### config.mk
export PLATFORM = sky130hd
export DESIGN_NAME = freq_calc
export DESIGN_NICKNAME = d
export VERILOG_FILES = /design/src/rtl/freq_calc.sv
export SDC_FILE = /design/constraint.sdc
export NUM_CORES = 1
export LEC_CHECK = 0
export CAP_MARGIN = 10
export CORE_MARGIN = 3
export CORE_UTILIZATION = 55
export CTS_CLUSTER_DIAMETER = 100
export DETAILED_ROUTE_END_ITERATION = 10
export MAX_ROUTING_LAYER = met4
export PLACE_DENSITY_LB_ADDON = 0.25
export SYNTH_ARGS = -nofsm -noshare
export SYNTH_HDL_FRONTEND = slang
export SYNTH_SLANG_ARGS = --single-unit
### constraint.sdc
create_clock -name clk_i -period 3 [get_ports clk_i]
set_input_delay 0.3 -clock clk_i [delete_from_list [all_inputs] [get_ports clk_i]]
set_output_delay 0.3 -clock clk_i [all_outputs]
set_load 0.03 [all_outputs]
### src/rtl/freq_calc.sv
// Converts a gated {ref_sum, sig_sum} measurement into a frequency in Hz:
// round(sig_sum * REF_CLK_HZ / ref_sum), using a serial shift-add multiply and a restoring divide.
module freq_calc #(
  parameter int unsigned REF_CLK_HZ = 100_000_000
) (
  input  logic        clk_i,
  input  logic        rst_i,
  input  logic        in_valid_i,
  input  logic [63:0] in_data_i,
  output logic        busy_o,
  output logic [7:0]  drop_cnt_o,
  output logic        out_valid_o,
  input  logic        out_ready_i,
  output logic [31:0] out_freq_o,
  output logic        out_err_o,
  output logic        out_ovf_o
);

  localparam logic [2:0] S_IDLE  = 3'd0;
  localparam logic [2:0] S_MUL   = 3'd1;
  localparam logic [2:0] S_ROUND = 3'd2;
  localparam logic [2:0] S_DIV   = 3'd3;
  localparam logic [2:0] S_DONE  = 3'd4;

  localparam logic [31:0] HZ = REF_CLK_HZ[31:0];

  logic [2:0]  state;
  logic [6:0]  cnt;
  logic [31:0] ref_q;
  logic        zero_q;
  logic [63:0] mcand;
  logic [31:0] mplier;
  logic [63:0] prod;
  logic [64:0] dvd;   // dividend on entry, shifts into quotient as bits retire
  logic [32:0] rem;

  logic [32:0] rem_sh;
  logic        rem_ge;
  logic [32:0] rem_sub;

  assign rem_sh  = {rem[31:0], dvd[64]};
  assign rem_ge  = (rem_sh >= {1'b0, ref_q});
  assign rem_sub = rem_sh - {1'b0, ref_q};
  assign busy_o  = (state != S_IDLE);

  always_ff @(posedge clk_i) begin
    if (rst_i) begin
      state       <= S_IDLE;
      cnt         <= '0;
      ref_q       <= '0;
      zero_q      <= 1'b0;
      mcand       <= '0;
      mplier      <= '0;
      prod        <= '0;
      dvd         <= '0;
      rem         <= '0;
      drop_cnt_o  <= '0;
      out_valid_o <= 1'b0;
      out_freq_o  <= '0;
      out_err_o   <= 1'b0;
      out_ovf_o   <= 1'b0;
    end else begin
      if (in_valid_i && (state != S_IDLE) && (drop_cnt_o != 8'hFF))
        drop_cnt_o <= drop_cnt_o + 8'd1;

      case (state)
        S_IDLE: begin
          if (in_valid_i) begin
            ref_q  <= in_data_i[63:32];
            mcand  <= {32'd0, in_data_i[31:0]};
            mplier <= HZ;
            prod   <= '0;
            cnt    <= '0;
            zero_q <= (in_data_i[63:32] == 32'd0);
            state  <= (in_data_i[63:32] == 32'd0) ? S_DONE : S_MUL;
          end
        end

        S_MUL: begin
          if (mplier[0])
            prod <= prod + mcand;
          mcand  <= {mcand[62:0], 1'b0};
          mplier <= {1'b0, mplier[31:1]};
          cnt    <= cnt + 7'd1;
          if (cnt == 7'd31)
            state <= S_ROUND;
        end

        S_ROUND: begin
          // Half-divisor bias turns the truncating divide into round-half-up.
          dvd   <= {1'b0, prod} + {33'd0, 1'b0, ref_q[31:1]};
          rem   <= '0;
          cnt   <= '0;
          state <= S_DIV;
        end

        S_DIV: begin
          rem   <= rem_ge ? rem_sub : rem_sh;
          dvd   <= {dvd[63:0], rem_ge};
          cnt   <= cnt + 7'd1;
          if (cnt == 7'd64)
            state <= S_DONE;
        end

        S_DONE: begin
          // First DONE cycle formats the result; ready only matters once valid is up.
          if (!out_valid_o) begin
            out_valid_o <= 1'b1;
            if (zero_q) begin
              out_freq_o <= 32'hFFFF_FFFF;
              out_err_o  <= 1'b1;
              out_ovf_o  <= 1'b0;
            end else if (dvd[64:32] != 33'd0) begin
              out_freq_o <= 32'hFFFF_FFFF;
              out_err_o  <= 1'b0;
              out_ovf_o  <= 1'b1;
            end else begin
              out_freq_o <= dvd[31:0];
              out_err_o  <= 1'b0;
              out_ovf_o  <= 1'b0;
            end
          end else if (out_ready_i) begin
            out_valid_o <= 1'b0;
            state       <= S_IDLE;
          end
        end

        default: state <= S_IDLE;
      endcase
    end
  end

endmodule

Word level (Yosys, flattened, before mapping)

Cells that the tools add are included.
Widths: inputs -> output; s select.

Equal/unequal tests: 13
Bitwise gates (word level): 1
Mux-type cells: 26
$add $sub $neg: 5
Reductions and logical operators: 16
Magnitude comparators: 1

Operators with widths:

| cell                | count |
|---|---|
| $pmux 64 s2         | 2 |
| $mux 64             | 3 |
| $pmux 65 s2         | 1 |
| $mux 32             | 4 |
| $pmux 32 s2         | 2 |
| $add 64x31->65      | 1 |
| $add 64x64->64      | 1 |
| $ge 33x32->1        | 1 |
| $reduce_bool 33->1  | 1 |
| $logic_not 32->1    | 1 |
| $sub 32x32->32      | 1 |
| $pmux 7 s3          | 1 |
| $mux 3              | 6 |
| $pmux 3 s5          | 1 |
| $ne 2x2->1 const B  | 6 |
| $add 8x1->8 const B | 1 |
| $ne 8x8->1 const B  | 1 |
| $reduce_and 2->1    | 4 |
| $add 7x1->7 const B | 1 |
| $eq 7x5->1 const B  | 1 |
| $eq 7x7->1 const B  | 1 |
| $mux 7              | 1 |
| $eq 3x2->1 const B  | 2 |
| $reduce_bool 3->1   | 2 |
| other kinds (10)    | 16 |

Input port bits: 68
Register bits: 343
Logic and storage cells: 76

Longest topological paths before layout

Word-level depth: 4
Mapped depth: 15
Depth with buffers taken out: 13

Worst setup path before layout

OpenSTA, ideal clock, no wires.

Kind: flip-flop to flip-flop
Start: register dvd[64]
End: register rem[28]
Stages on the path, launching flop included: 14
Slack: 0.161 ns
Data required time: 2.871 ns
Arrival time: 2.710 ns
Path through: dfxtp_1 -> inv_1 -> ha_1 -> fa_1 -> nor2b_1 -> o21bai_1 -> a21boi_0 -> o21ai_0 -> o211a_1 -> o41ai_1 -> o21ai_0 -> mux2i_1 -> a2111oi_0 -> o21ai_0

Word-level cells in the longest chain between the ends: 3
Elaborated cells between the ends (all ways): 4
Classes of those cells: add/sub (1); order compare (1); mux (2)

RTL lines:

| what                                           | RTL line | RTL |
|---|---|---|
| from (decl)                                    | 34       | `logic [64:0] dvd;` |
| from (signal assigned)                         | 91       | `dvd <= {1'b0, prod} + {33'd0, 1'b0, ref_q[31:1]};` |
| from (signal assigned)                         | 99       | `dvd <= {dvd[63:0], rem_ge};` |
| $sub 32x32->32 or $ge 33x32->1 (tied branches) | 43, 42   |  |
| $mux 32 (*)                                    | 98       | `rem <= rem_ge ? rem_sub : rem_sh;` |
| $pmux 32 s2 (*)                                | 66       | `case (state)` |
| to (signal assigned)                           | 98       |  |
| to (decl)                                      | 35       | `logic [32:0] rem;` |

Every way passes the cells marked *; elsewhere a longest branch is shown, timed or not.
A chain may end at the register's enable or synchronous reset.

Worst setup path after layout

Start: register prod[1]
End: register dvd[47]

Word-level cells in the longest chain between the ends: 2

RTL lines:

| what                   | RTL line | RTL |
|---|---|---|
| from (decl)            | 33       | `logic [63:0] prod;` |
| from (signal assigned) | 81       | `prod <= prod + mcand;` |
| $add 64x31->65         | 91       |  |
| $pmux 65 s2            | 66       |  |

Every way passes these cells.

==> summary.md <==
| Metric | Value |
|---|---|
| HP Class | input port to flop |
| Clock network power share | between 40% and 50% |
| Residual DRC | 0 |
| Cell Pwr Density | 415.7 nW/um^2 |
| Initial antenna violation count | 0 |
| CTS sink cnt | around 340 |
| RSZ-0062 raised after global routing | true |
| N_diodes | 0 |
| Gate count of the mapped netlist | about 2.5k |
| Max H-tree Level | 2 |
| Failing checks | setup timing |
| CTS buffer count | 38 |
| Status | complete, but fails checks |
| CP Launch Type | flop |
| Synthesized Nets | 2745 |
| Int Pwr | around 0.0079 W |
| Hold slack | 0.3154 ns |
| CTS Buffer Depth | 3 |
| R2r setup slk | -0.09 ns |
| Part of the power in registers | between 40% and 50% |
| Initial Utilization | a little under three fifths |
| Async set-reset flop share out of synthesis | 0% |
| Gr ovfl total | 0 |
| Logic pwr share | between 10% and 20% |
| Routed via count | 20.61k |
| Min Clock Period, post-route | 3.091 ns |
| Unique masters post-synth | 83 |
| CTS Root Cell | clkbuf_16 |
| Switching power | 0.002819 W |
| Post-Syn Area | 20120 um^2 |
| Leakage | about 11 nW |
| Placer Congestion | 0.9968 |
| Nets@finish | approximately 3.0k |
| Die span in y | a little under 200 um |
| Hold Fails Final Rpt | 0 |
| Dpl hpwl | 46.52 mm |
| WL final | 64.71 mm |
| Tightest Pin Transition | 1.015 ns |
| Yosys reg bits | about 340 |
| Fin. max-slew vios | 0 |
| Total die area | 38920 um^2 |
| Sequential share of the synthesized area | 33.62% |
| Reg clk slew, reported paths | 0.07 ns |
| Number of enable flip-flop cells after synthesis | 0 |
| Global-route wire length before repair | between 90 and 100 mm |
| IO Count | 112 |
| Vias in the first global route | approximately 19k |
| Die W | about 200 um |
| Share of layout cells above drive strength 1 | a little under a fifth |
| CTS tree | done |
| CP Class | flop to flop |
| IO Port Bufs | ~110 |
| WP data required | between 3 and 4 ns |
| Crit path DAT | 3.53 ns |
| Post-Place Cells | 3224 |
| Total track usage | roughly a third |
| Switch share | 26.31% |
| Synth-to-Final Area Change | 28.06% |
| Largest net degree at the start of global routing | 130 |
| Router iterations before antenna repair | 7 |
| Endpoints failing setup | 7 |
| Max_cap viols | 0 |
| VDD IR-drop max | 0.4422 mV |
| DRT antenna net count | 0 |
| Synth warn | 0 |
| Fillers | 2793 |
| Crit end category | flop |
| Row count | 69 |
| Vias/cell | 6.212 |
| Peak fanout along the critical path | 5 |
| Post-layout power | approximately 0.011 W |
| Achievable frequency | 323.5 MHz |
| Period utilisation layout | 103.0% |
| Routed len/inst | 19.50 um |
| Worst skew pair latency | 0.57 ns |
| Core area | 35830 um^2 |
| Normalized max-slew margin | between 30% and 40% |
| Avg Cell Area, Syn | 7.907 um^2 |
| Post-route setup slack | -0.09139 ns |
| Final Skew | between 0.02 and 0.025 ns |
| Initial drt markers | 1734 |
| Final cell count without fillers | 3318 |
| Most used DFF post-synth | dfxtp_1 |
[critical path: stages (launching register included)]
cell and delay, ns:
dfxtp_2 0.33, buf_6 0.13, ha_4 0.25, a21o_1 0.12, a21oi_2 0.06, o211a_1 0.26, o21a_1 0.23, nor4b_4 0.31
o21ai_2 0.11, o31a_1 0.29, buf_12 0.15, buf_12 0.14, nor4_2 0.30, xnor2_1 0.18, o22ai_1 0.11
[flip-flops by register name (all words and copies together), names as in the netlist]
register,count
cnt,7
drop_cnt_o,8
dvd,65
mcand,64
mplier,27
out_err_o,1
out_freq_o,32
out_ovf_o,1
out_valid_o,1
prod,64
ref_q,32
rem,32
state,3
zero_q,1
[Yosys cell counts, types with 12 or more instances]
cell type  instances  area, um^2
o21a_1            12       90.09
clkbuf_1         140       525.5
a22o_1            46       402.9
a31oi_1           13       81.33
a21oi_1          277        1386
nand4_1           44       275.3
a22oi_1          115       863.3
o22ai_1           41       256.5
inv_1             78       292.8
ha_1             129        1614
a21o_1            73       548.0
nor2_1           230       863.3
xnor2_1           96       840.8
nor4_1            36       225.2
dfxtp_1          338        6766
o21ai_0           97       485.5
nor3_1            90       450.4
and3_1            20       125.1
xor2_1            58       508.0
nand2b_1          16       100.1
nand3_1           80       400.4
or3_1             14       87.58
o21bai_1          29       217.7
nand2_1          277        1040
[timing repair]
item | in CTS | in global routing
pin swaps | 17 | 104
setup buffers | 2 | 18
endpoints found under the setup margin | 44 | 102
hold buffers | 0 | 0
gates resized for setup | 36 | 164
gates cloned | 0 | 5
[kinds of logic (layout without fill, tap and decap cells)]
group                    count (synthesis)  count (layout)  synth area share [%]
flip-flops                             338             338                 33.62
multiplexers                             9               9                0.4477
buffers and inverters                  243             555                 4.694
AO/OA/AOI/OAI                          803             803                 25.95
XOR/XNOR                               154             154                 6.702
adder cells (fa/ha/maj)                132             132                 8.319
AND/OR/NAND/NOR                        866             866                 20.26
[power groups by stage]
stage,registers [W],logic [W],clock network (W)
4_1_cts,0.00466,0.00124,0.00474
5_1_grt,0.00467,0.00145,0.00492
3_5_place_dp,0.00476,0.00123,0
6_report,0.00467,0.00134,0.00470
2_1_floorplan,0.00473,0.000736,0
3_3_place_gp,0.00475,0.00121,0
[path summary, 6_finish.rpt]
| kind | start | endpoint | depth (start not counted) |
|---|---|---|---|
| hold reg to reg | mplier[1] | mplier[0] | 2 |
| hold / removal | in_data_i[61] | ref_q[29] | 3 |
| setup / recovery | prod[1] | dvd[47] | 14 |
| setup reg to reg | prod[1] | dvd[47] | 14 |
[cells in the final DEF, fill, tap and decap left out, types with 18 or more instances in the layout]
cell	count
clkbuf_16	43
xor2_1	58
ha_1	104
nor3_1	85
ha_4	19
buf_4	276
o21bai_1	28
xnor2_1	95
a22o_1	46
and3_1	19
nor4_1	29
nand3_1	79
a22oi_1	114
o22ai_1	41
inv_1	77
a21o_1	73
o21ai_0	80
dfxtp_1	318
nand4_1	44
nor2_1	223
clkdlybuf4s50_1	110
a21oi_2	18
a21oi_1	258
nand2_1	270
[metal layers]
layer,up-vias,global-route usage [%],wire length (um)
met5,-,-,0
met2,875,50.52,29320
met3,139,3.786,4835
met4,0,8.765,1813
li1,9801,-,-
met1,9795,43.63,28730
[stage by stage]
| stage | setup TNS, ns | area [um^2] | setup WS, ns | utilization (%) |
|---|---|---|---|---|
| 2_1_floorplan | 0 | 20120 | 0.1614 | - |
| 3_3_place_gp | -2.009 | 23330 | -0.2283 | 65.11 |
| 3_5_place_dp | -3.152 | 23330 | -0.2770 | 65.11 |
| 4_1_cts | -0.01066 | 24760 | -0.004309 | 69.10 |
| 5_1_grt | -2.881 | 25770 | -0.2036 | 71.93 |
| 6_report | -0.2663 | 25770 | -0.09139 | 71.93 |
[layout make-up]
cell class | instances | area [um^2] | share of cell area (%)
sequential | 338 | 6809 | 26.42
clock buffer | 52 | 1054 | 4.088
inverter | 78 | 292.8 | 1.136
clock inverter | 17 | 183.9 | 0.7137
timing repair buffer | 408 | 3557 | 13.80
multi-input combinational | 1964 | 13300 | 51.60
tap | 461 | 576.8 | 2.238
No activity file was read; power rests on OpenSTA's default activity.
